--- src/rtl/id_ex_pipe_reg.sv ---
// ID/EX pipeline register with load-use hazard detection, bubble insertion, stall and flush.
// Optional build macro ID_EX_PERF_EN adds saturating bubble/flush performance counters.
module id_ex_pipe_reg #(
  parameter int DATA_W = 32,
  parameter int REG_AW = 5
`ifdef ID_EX_PERF_EN
  , parameter int PERF_W = 16
`endif
) (
  input  logic              clk,
  input  logic              rst,
  input  logic              id_valid,
  input  logic [13:0]       id_ctrl,
  input  logic [DATA_W-1:0] id_pc4,
  input  logic [DATA_W-1:0] id_rd1,
  input  logic [DATA_W-1:0] id_rd2,
  input  logic [DATA_W-1:0] id_imm,
  input  logic [REG_AW-1:0] id_rs,
  input  logic [REG_AW-1:0] id_rt,
  input  logic [REG_AW-1:0] id_rd,
  input  logic              flush,
  input  logic              ex_stall,
  output logic              ex_valid,
  output logic [13:0]       ex_ctrl,
  output logic [DATA_W-1:0] ex_pc4,
  output logic [DATA_W-1:0] ex_rd1,
  output logic [DATA_W-1:0] ex_rd2,
  output logic [DATA_W-1:0] ex_imm,
  output logic [REG_AW-1:0] ex_rs,
  output logic [REG_AW-1:0] ex_rt,
  output logic [REG_AW-1:0] ex_rd,
  output logic              hazard_stall
`ifdef ID_EX_PERF_EN
  , output logic [PERF_W-1:0] perf_bubbles
  , output logic [PERF_W-1:0] perf_flushes
`endif
);

  logic uses_rt;
  logic take_bubble;

  // rt is a true source for R-type (aluSrc=0), stores and branches.
  assign uses_rt = !id_ctrl[5] || id_ctrl[10] || id_ctrl[11];

  assign hazard_stall = !flush && id_valid && ex_valid && ex_ctrl[9] &&
                        (ex_rt != '0) &&
                        ((ex_rt == id_rs) || (uses_rt && (ex_rt == id_rt)));

  assign take_bubble = !flush && !ex_stall && hazard_stall;

  always_ff @(posedge clk or posedge rst) begin
    if (rst) begin
      ex_valid <= 1'b0;
      ex_ctrl  <= '0;
      ex_pc4   <= '0;
      ex_rd1   <= '0;
      ex_rd2   <= '0;
      ex_imm   <= '0;
      ex_rs    <= '0;
      ex_rt    <= '0;
      ex_rd    <= '0;
    end else if (flush) begin
      ex_valid <= 1'b0;
      ex_ctrl  <= '0;
    end else if (ex_stall) begin
      ex_valid <= ex_valid;
    end else if (hazard_stall || !id_valid) begin
      // Bubble: control cleared so nothing downstream writes; data left as-is.
      ex_valid <= 1'b0;
      ex_ctrl  <= '0;
    end else begin
      ex_valid <= 1'b1;
      ex_ctrl  <= id_ctrl;
      ex_pc4   <= id_pc4;
      ex_rd1   <= id_rd1;
      ex_rd2   <= id_rd2;
      ex_imm   <= id_imm;
      ex_rs    <= id_rs;
      ex_rt    <= id_rt;
      ex_rd    <= id_rd;
    end
  end

`ifdef ID_EX_PERF_EN
  localparam logic [PERF_W-1:0] PERF_ONE = {{(PERF_W-1){1'b0}}, 1'b1};

  always_ff @(posedge clk or posedge rst) begin
    if (rst) begin
      perf_bubbles <= '0;
      perf_flushes <= '0;
    end else begin
      if (take_bubble && (perf_bubbles != '1))
        perf_bubbles <= perf_bubbles + PERF_ONE;
      if (flush && (perf_flushes != '1))
        perf_flushes <= perf_flushes + PERF_ONE;
    end
  end
`else
  logic unused_bubble;
  assign unused_bubble = take_bubble;
`endif

endmodule

--- config.mk ---
export PLATFORM = sky130hd
export DESIGN_NAME = id_ex_pipe_reg
export DESIGN_NICKNAME = d
export VERILOG_FILES = /design/src/rtl/id_ex_pipe_reg.sv
export SDC_FILE = /design/constraint.sdc
export NUM_CORES = 1
export LEC_CHECK = 0
export ABC_AREA = 1
export CAP_MARGIN = 10
export CELL_PAD_IN_SITES_DETAIL_PLACEMENT = 0
export CELL_PAD_IN_SITES_GLOBAL_PLACEMENT = 2
export CORE_MARGIN = 5
export CORE_UTILIZATION = 22
export CTS_CLUSTER_DIAMETER = 100
export CTS_CLUSTER_SIZE = 12
export DETAILED_ROUTE_END_ITERATION = 10
export MAX_ROUTING_LAYER = met4
export PLACE_DENSITY = 0.78
export SYNTH_ARGS = -nofsm -noshare
export SYNTH_HDL_FRONTEND = slang
export SYNTH_SLANG_ARGS = --single-unit
--- constraint.sdc ---
create_clock -name clk -period 6.2 [get_ports clk]
set_clock_uncertainty 0.2 [all_clocks]
set_input_delay 0.93 -clock clk [delete_from_list [all_inputs] [get_ports clk]]
set_output_delay 0.93 -clock clk [all_outputs]
set_load 0.02 [all_outputs]
==> summary.txt, run 1 <==
Yosys
  – Register area share after synthesis: 61.4%
  – Syn nets: 909
  – Top cell type's share of synthesized area: 61.4%
  – Synth Warn #: 0
  – Post-Syn Area per Cell: 8.62 µm²
  – Top area cells in the synthesized netlist: dfrtp_1 (61%), nand2_1 (20%), nand3_1 (12%)
  – Gate Count Post-Synth: 747
  – Distinct cells, synth: 14
  – Leading area contributor after synthesis: dfrtp_1
  – Mapped Area: 6440 µm²
  – Synthesized flop and latch total: 158

Drt
  – Drt wl/cell: 16.6 µm
  – Final wirelength: 23900 µm
  – DRC errors left: 0
  – Average vias per placed instance: 4.16
  – DR vias: 5995
  – DR iter-0 viols: 327
  – Number of detailed-route iterations in the first pass: 5
  – Antenna Violating Nets Remaining: 0

Clocking
  – Post-cts sizing count: 0
  – CTS Hold Buffers Added: 0
  – H-tree levels: 4
  – CTS buffer count: 17
  – Worst-skew pair later-pin latency: 410 ps
  – Clock transition at path regs: 60 ps
  – # Post-CTS Setup Buffers: 0
  – Clock Sinks: 158
  – Root Buffer: clkbuf_16
  – Clock Tree Buf Depth: 2
  – CTS tree: done

STA
  – Setup-failing EPs final: 0
  – Fmax: 0.242 GHz
  – Fin crit period: 4130 ps
  – Setup TNS after final layout: 0 ps
  – Max-slew violations: 0
  – Final period util: 66.6%
  – Worst setup margin: 2070 ps
  – Worst slew pin tran: 961 ps
  – Worst relative slew slack: 35.7%
  – Final hold violation count: 0
  – RSZ-0062 raised after global routing: false

Worst setup path
  – Cells on worst reg2reg path: 11
  – Worst r2r src: ex_rt[1]
  – Critical path, cell by cell: clkdlybuf4s50_1 -> inv_1 -> nand2_1 -> nand2_1 -> nor2_1 -> nand3_1 -> nand2_1 -> nand2_4 -> inv_1 -> clkdlybuf4s50_1
  – Worst EP required: 5070 ps
  – CP Max Fanout: 44
  – CP Capture Type: output port
  – Crit. Startpoint: id_rt[4]
  – Largest stage delay, worst path: 630 ps
  – Worst setup SP type: input port
  – Slowest CP cell: clkdlybuf4s50_1
  – Kind of critical path: input port to output port
  – Worst EP arrival: 3000 ps
  – CP dominant cell by count: nand2_1

Die
  – Die width: 181 µm
  – I/O Pins: 321
  – Chip height: 181 µm
  – Row cnt: 62
  – Core area: 28800 µm²
  – Die ar.: 32800 µm²
  – Initial Util: 22.4%

Place
  – Port bufs: 320
  – RePlAce Congestion: 0.746
  – Inst Count DP: 1407
  – Post-DP HPWL: 15800 µm
  – Setup Slack @ Placement: 2020 ps
  – Placed cell areas: 9970 µm²

Run status
  – Status: finished, final reports clean

Hold path
  – Hold depth: 2
  – HP Class: register to register
  – HP Start: ex_imm[19]

Layout
  – Area growth from synthesis to layout: 63.8%
  – Final #Nets: 1204
  – Design area: 10600 µm²
  – Layout cells sized above 1: 4.36%
  – Finished Layout Cells: 1441

Global route
  – Initial antenna violation count: 2
  – Vias in the first global route: 6256
  – Largest net degree at the start of global routing: 158
  – Overflow after GRT: 0
  – Total track usage: 14.6%
  – First-pass GRT wire length: 37200 µm

Pwr
  – Power per cell area: 301 nW/µm²
  – Power, Total: 3.17 mW
  – VDD IR-drop max: 0.118 mV
  – Lkg Pwr: 5.08 nW

Run
  – Number of max-cap violations: 0
[metrics by stage]
step	hold slack, ps	util (%)
final	268	36.7
after CTS	273	36.6
after detailed placement	257	34.6
after global placement	252	34.6
after global routing	281	36.7
after floorplan	378	-
[final cells by class]
class	count	area, µm²
Multi-Input combinational cell	519	2180
Inverter	20	80.1
Sequential cell	158	3950
Clock inverter	13	131
Antenna cell	2	5.00
Tap cell	384	480
Fill cell	2988	18200
Clock buffer	19	443
Timing Repair Buffer	326	3270
[kinds of logic after synthesis]
family / share of synthesized area [%]
XOR/XNOR: 0.136
buffers and inverters: 4.95
flip-flops: 61.4
AND/OR/NAND/NOR: 33.5
[power by group]
part	internal (mW)	switching [mW]
Combinational	0.416	0.433
Sequential	1.18	0.0880
Clock	0.575	0.478
Total	2.17	1.00
[registers in the layout, summed over array words and instances, names as in the netlist]
name / cells
ex_imm: 32
ex_pc4: 32
ex_rd1: 32
ex_rd2: 32
ex_ctrl: 14
ex_rd: 5
ex_rs: 5
ex_rt: 5
ex_valid: 1
[final timing paths]
path / to / slack [ps]
max: hazard_stall / 2070
min: ex_imm[19] / 270
max reg2reg: ex_imm[25] / 3260
min reg2reg: ex_imm[19] / 270
max in group asynchronous: ex_rd1[9] / 3890
min in group asynchronous: ex_imm[16] / 780
[metal layers]
layer | GRT usage (%) | vias to the layer above | share of wire, %
met5 | - | - | 0
met4 | 2.88 | 0 | 0.98
met3 | 5.39 | 13 | 8.0
met2 | 22.6 | 204 | 46
met1 | 18.6 | 2811 | 45
li1 | - | 2967 | -
[worst max-delay path: cells and delay by family]
kind	cells	cell delay, ps
buffers and inverters	4	1330
and+or+nand+nor	6	720
[cell usage after synthesis]
master / count
nand2_1: 345
nand3_1: 159
dfrtp_1: 158
buf_2: 24
inv_1: 15
clkbuf_1: 12
nor2_1: 9
buf_1: 7
buf_4: 7
inv_2: 5
nand2_2: 2
nand4_1: 2
nor3_2: 1
xnor2_1: 1
[cells in the final DEF (no fill, tap or decap), types with 2 or more instances in the layout]
cell type        instances
dfrtp_1                158
nand2_1                345
nand3_1                159
nor2_1                   9
inv_6                    4
clkinvlp_4               4
diode_2                  2
inv_1                   14
clkinv_4                 2
inv_8                    2
clkbuf_16               17
inv_2                    5
clkdlybuf4s50_1        320
nand4_1                  2
buf_4                    4
nand2_4                  2
buf_12                   2
(Power assumes the default switching activity.)
==> inputs of run 2 (changes only) <==
clock period = 4.3 ns   (was 6.2 ns; I/O delays follow)
==> run 2 against run 1 <==
  * Worst hold slack better by 1.4 ps
  * Sequential share of layout area is 0.16 points lower
  * Combinational power rose by 45%
  * Critical path type unchanged
==> summary.txt, run 2 (synthesis results as in run 1) <==
Run status
  – Status: finished, final reports clean

Drt
  – DR iter-0 viols: 283
  – Number of detailed-route iterations in the first pass: 6
  – Antenna Violating Nets Remaining: 0
  – Final wirelength: 23500 µm
  – DRC errors left: 0
  – Average vias per placed instance: 4.16
  – Drt wl/cell: 16.3 µm
  – DR vias: 5997

Die
  – Initial Util: 22.4%
  – Row cnt: 62
  – Chip height: 181 µm
  – Die ar.: 32800 µm²
  – Die width: 181 µm
  – Core area: 28800 µm²
  – I/O Pins: 321

Layout
  – Final Util: 36.8%
  – Finished Layout Cells: 1440
  – Final #Nets: 1205
  – Most frequent cells in the layout: nand2_1 (345), clkdlybuf4s50_1 (320), nand3_1 (159)
  – Area growth from synthesis to layout: 64.5%
  – ANT cells: 0
  – Commonest non-fill, non-tap cell in the layout: nand2_1
  – Layout cells sized above 1: 4.45%
  – Fillcell total: 2963

Worst setup path
  – Worst setup SP type: input port
  – CP Max Fanout: 3
  – Worst EP arrival: 2430 ps
  – CP Capture Type: output port
  – Reg-to-reg setup timing slack: 2100 ps
  – Worst EP required: 3450 ps
  – Crit. Startpoint: id_rs[4]
  – Kind of critical path: input port to output port
  – Worst r2r src: ex_rt[3]

STA
  – WHS: 269 ps
  – Worst setup margin: 1030 ps
  – Final hold violation count: 0
  – Worst slew pin tran: 1120 ps
  – RSZ-0062 raised after global routing: false
  – Max-slew violations: 0
  – Setup TNS after final layout: 0 ps
  – Fin crit period: 3270 ps
  – Setup-failing EPs final: 0
  – Fmax: 0.306 GHz
  – Final period util: 76.1%
  – Worst relative slew slack: 25.3%

Global route
  – Overflow after GRT: 0
  – Largest net degree at the start of global routing: 159
  – First-pass GRT wire length: 36600 µm
  – Initial antenna violation count: 0
  – Vias in the first global route: 6188
  – Total track usage: 14.4%

Clocking
  – Post-cts sizing count: 0
  – Clock Sinks: 158
  – CTS tree: done
  – # Post-CTS Setup Buffers: 0
  – Worst-skew pair later-pin latency: 420 ps
  – H-tree levels: 4
  – Clock Tree Buf Depth: 2
  – Clock transition at path regs: 70 ps
  – Root Buffer: clkbuf_16
  – CTS Hold Buffers Added: 0
  – CTS buffer count: 17

Run
  – Number of max-cap violations: 0

Pwr
  – Internal power: 3.15 mW
  – Seq pwr share: 40.0%
  – Net Sw Frac: 31.3%
  – P_sw: 1.43 mW
  – VDD IR-drop max: 0.198 mV
  – Lkg Pwr: 5.09 nW
  – Clock network power share: 33.2%
  – Comb pwr share: 26.8%
  – Power per cell area: 433 nW/µm²

Hold path
  – HP Start: ex_rd1[19]
  – HP Class: register to register

Place
  – Inst Count DP: 1408
  – Post-DP HPWL: 15400 µm
  – Port bufs: 320
  – RePlAce Congestion: 0.761
  – Setup Slack @ Placement: 1000 ps
==> run 2: cell types whose count changed in the layout (fill, tap and decap cells not counted) <==
cell / change
buf_12: +3
buf_4: -2
clkbuf_8: +1
clkinv_2: -1
clkinvlp_4: +2
diode_2: -2
inv_6: -2
==> run 2: layout make-up <==
type,count,area (µm²),share of cell area (%)
Sequential cell,158,3950,37.3
Timing Repair Buffer,327,3320,31.3
Multi-Input combinational cell,519,2180,20.6
Tap cell,384,480,4.53
Clock buffer,20,457,4.31
Clock inverter,12,125,1.18
Inverter,20,78.8,0.744
==> run 2: routing by layer <==
layer  global-route usage (%)  vias up  routed length [µm]
li1                         -     2958                   -
met1                     18.3     2810               10400
met2                     21.9      214               10900
met3                     5.23       15                1860
met4                     3.54        0                 272
met5                        -        -                   0
==> run 2: path summary, 6_finish.rpt <==
path,endpoint,cells past startpoint
max,hazard_stall,10
min,ex_rd1[19],2
max reg2reg,ex_rt[4],11
min reg2reg,ex_rd1[19],2
max in group asynchronous,ex_imm[27],3
min in group asynchronous,ex_pc4[10],3
==> run 2: per-stage QoR <==
stage,instance area (µm²),power (mW)
after floorplan,6440,2.38
after global placement,10000,3.11
after detailed placement,10000,3.11
after CTS,10600,4.68
after global routing,10600,4.83
final,10600,4.58
==> run 2: critical path, stage by stage <==
cell and delay [ps]:
clkdlybuf4s50_1 510, inv_1 50, nand2_1 50, nand2_1 50
nor2_1 150, nand3_1 90, nand2_1 130, nand2_4 90
inv_1 60, clkdlybuf4s50_1 600
==> run 2: power groups by stage <==
stage | clock, mW | combinational, mW | sequential [mW]
6_report | 1.52 | 1.23 | 1.83
3_3_place_gp | 0 | 1.25 | 1.85
3_5_place_dp | 0 | 1.25 | 1.86
5_1_grt | 1.64 | 1.32 | 1.86
2_1_floorplan | 0 | 0.253 | 2.13
4_1_cts | 1.59 | 1.25 | 1.84
==> inputs of run 3 (changes only) <==
clock period = 3.4 ns   (was 4.3 ns; I/O delays follow)
==> run 3 against run 2 <==
  * First-iteration DRC count is 2.8% lower
  * Register-to-register slack lost 1000 ps
  * Worst hold slack worse by 86 ps
  * Cell area up 0.52%
  * Die area unchanged
  * Utilization rose by 0.19 points
  * Largest cell class unchanged
  * Highest routed layer unchanged
==> summary.txt, run 3 (synthesis results as in run 1) <==
Drt
  – Average vias per placed instance: 4.14
  – Final wirelength: 23400 µm
  – Number of detailed-route iterations in the first pass: 4
  – DRC errors left: 0
  – Drt wl/cell: 16.2 µm
  – DR vias: 5983
  – DR iter-0 viols: 275
  – Antenna Violating Nets Remaining: 0

STA
  – Setup-failing EPs final: 0
  – RSZ-0062 raised after global routing: false
  – Fin crit period: 3000 ps
  – Final hold violation count: 0
  – Worst relative slew slack: 35.9%
  – Fmax: 0.333 GHz
  – Worst slew pin tran: 962 ps
  – Max-slew violations: 0
  – WHS: 183 ps
  – Final period util: 88.2%
  – Setup TNS after final layout: 0 ps
  – Worst setup margin: 401 ps

Clocking
  – H-tree levels: 4
  – CTS tree: done
  – Clock transition at path regs: 70 ps
  – # Post-CTS Setup Buffers: 0
  – CTS buffer count: 17
  – Worst-skew pair later-pin latency: 410 ps
  – Post-cts sizing count: 0
  – Root Buffer: clkbuf_16
  – Clock Sinks: 158
  – CTS Hold Buffers Added: 0
  – Clock Tree Buf Depth: 2

Pwr
  – Comb pwr share: 26.7%
  – Net Sw Frac: 32.0%
  – Clock network power share: 33.7%
  – Lkg Pwr: 5.13 nW
  – Power per cell area: 549 nW/µm²
  – P_sw: 1.87 mW
  – Seq pwr share: 39.6%
  – Internal power: 3.97 mW
  – VDD IR-drop max: 0.296 mV

Die
  – Chip height: 181 µm
  – Die ar.: 32800 µm²
  – Initial Util: 22.4%
  – Core area: 28800 µm²
  – Row cnt: 62
  – Die width: 181 µm
  – I/O Pins: 321

Global route
  – Largest net degree at the start of global routing: 89
  – First-pass GRT wire length: 36700 µm
  – Overflow after GRT: 0
  – Initial antenna violation count: 0
  – Total track usage: 14.3%
  – Vias in the first global route: 6313

Worst setup path
  – Worst r2r src: ex_rt[4]
  – Worst EP required: 2690 ps
  – Slowest CP cell: clkdlybuf4s50_1
  – CP Capture Type: output port
  – CP Max Fanout: 4
  – Worst EP arrival: 2290 ps
  – Critical path's top delay family: buffers and inverters
  – CP dominant cell by count: nand2_1
  – Worst flop-to-flop path endpoint: ex_rd1[15]
  – Cells on worst reg2reg path: 10
  – Worst setup SP type: input port
  – Kind of critical path: input port to output port
  – Largest stage delay, worst path: 610 ps
  – Worst Path Buf+Inv: 4
  – Reg-to-reg setup timing slack: 1060 ps
  – Critical path, cell by cell: clkdlybuf4s50_1 -> inv_1 -> nand2_1 -> nand2_1 -> nor2_1 -> nand3_1 -> nand2_1 -> nand2_4 -> inv_1 -> clkdlybuf4s50_1

Place
  – Setup Slack @ Placement: 387 ps
  – Post-DP HPWL: 16100 µm
  – RePlAce Congestion: 0.766
  – Port bufs: 320

Layout
  – Layout cells sized above 1: 4.91%
  – FF/Latch Area: 3950 µm²
  – Most frequent cells in the layout: nand2_1 (345), clkdlybuf4s50_1 (320), nand3_1 (159)
  – ANT cells: 0
  – Area of the multi-input gates: 2180 µm²
  – Fillcell total: 2961
  – Area growth from synthesis to layout: 65.4%
  – Final #Nets: 1209
  – Commonest non-fill, non-tap cell in the layout: nand2_1

Hold path
  – HP Class: input port to async pin

Run status
  – Status: finished, final reports clean

Run
  – Number of max-cap violations: 0
==> run 3: cell count changes in the layout (fill, tap and decap cells not counted), sizes merged <==
cell	change
buf	+4
inv	+5
clkinv	+1
clkinvlp	-3
clkbuf	-3
==> run 3: worst max path at each step <==
| stage | startpoint | end | slack, ps | depth (start not counted) |
|---|---|---|---|---|
| 2_1_floorplan | rst | ex_ctrl[0] | 690 | 1 |
| 3_3_place_gp | id_rs[4] | hazard_stall | 380 | 10 |
| 3_5_place_dp | id_rs[4] | hazard_stall | 390 | 10 |
| 4_1_cts | id_rs[4] | hazard_stall | 390 | 10 |
| 5_1_grt | id_rs[4] | hazard_stall | 260 | 10 |
| 6_report | id_rs[4] | hazard_stall | 400 | 10 |
==> run 3: per-stage QoR <==
| stage | power (mW) | instances | instance area (µm²) | util, % |
|---|---|---|---|---|
| after floorplan | 3.01 | 747 | 6440 | - |
| after global placement | 3.93 | 1412 | 10100 | 34.9 |
| after detailed placement | 3.94 | 1412 | 10100 | 34.9 |
| after CTS | 5.98 | 1444 | 10700 | 37.0 |
| after global routing | 6.17 | 1444 | 10700 | 37.0 |
| final | 5.85 | 1444 | 10700 | 37.0 |
==> run 3: layout make-up <==
type,count,share of cell area (%)
clock buffers,17,3.99
inverters,20,0.740
flip-flops and latches,158,37.1
clock inverters,15,1.59
well taps,384,4.51
multi-input cells,519,20.5
repair buffers,331,31.5
==> run 3: per-layer routing <==
metal  routed length, µm  global-route usage (%)
met1               10500                    18.5
met2               10800                    22.0
met3                1900                    4.95
met4                 261                    3.15
met5                   0                       -
==> run 3: power groups by stage <==
| stage | clock network [mW] | logic, mW | registers, mW |
|---|---|---|---|
| after global placement | 0 | 1.59 | 2.34 |
| after detailed placement | 0 | 1.59 | 2.35 |
| after global routing | 2.13 | 1.68 | 2.36 |
| final | 1.97 | 1.56 | 2.32 |
| after CTS | 2.06 | 1.59 | 2.32 |
| after floorplan | 0 | 0.321 | 2.69 |
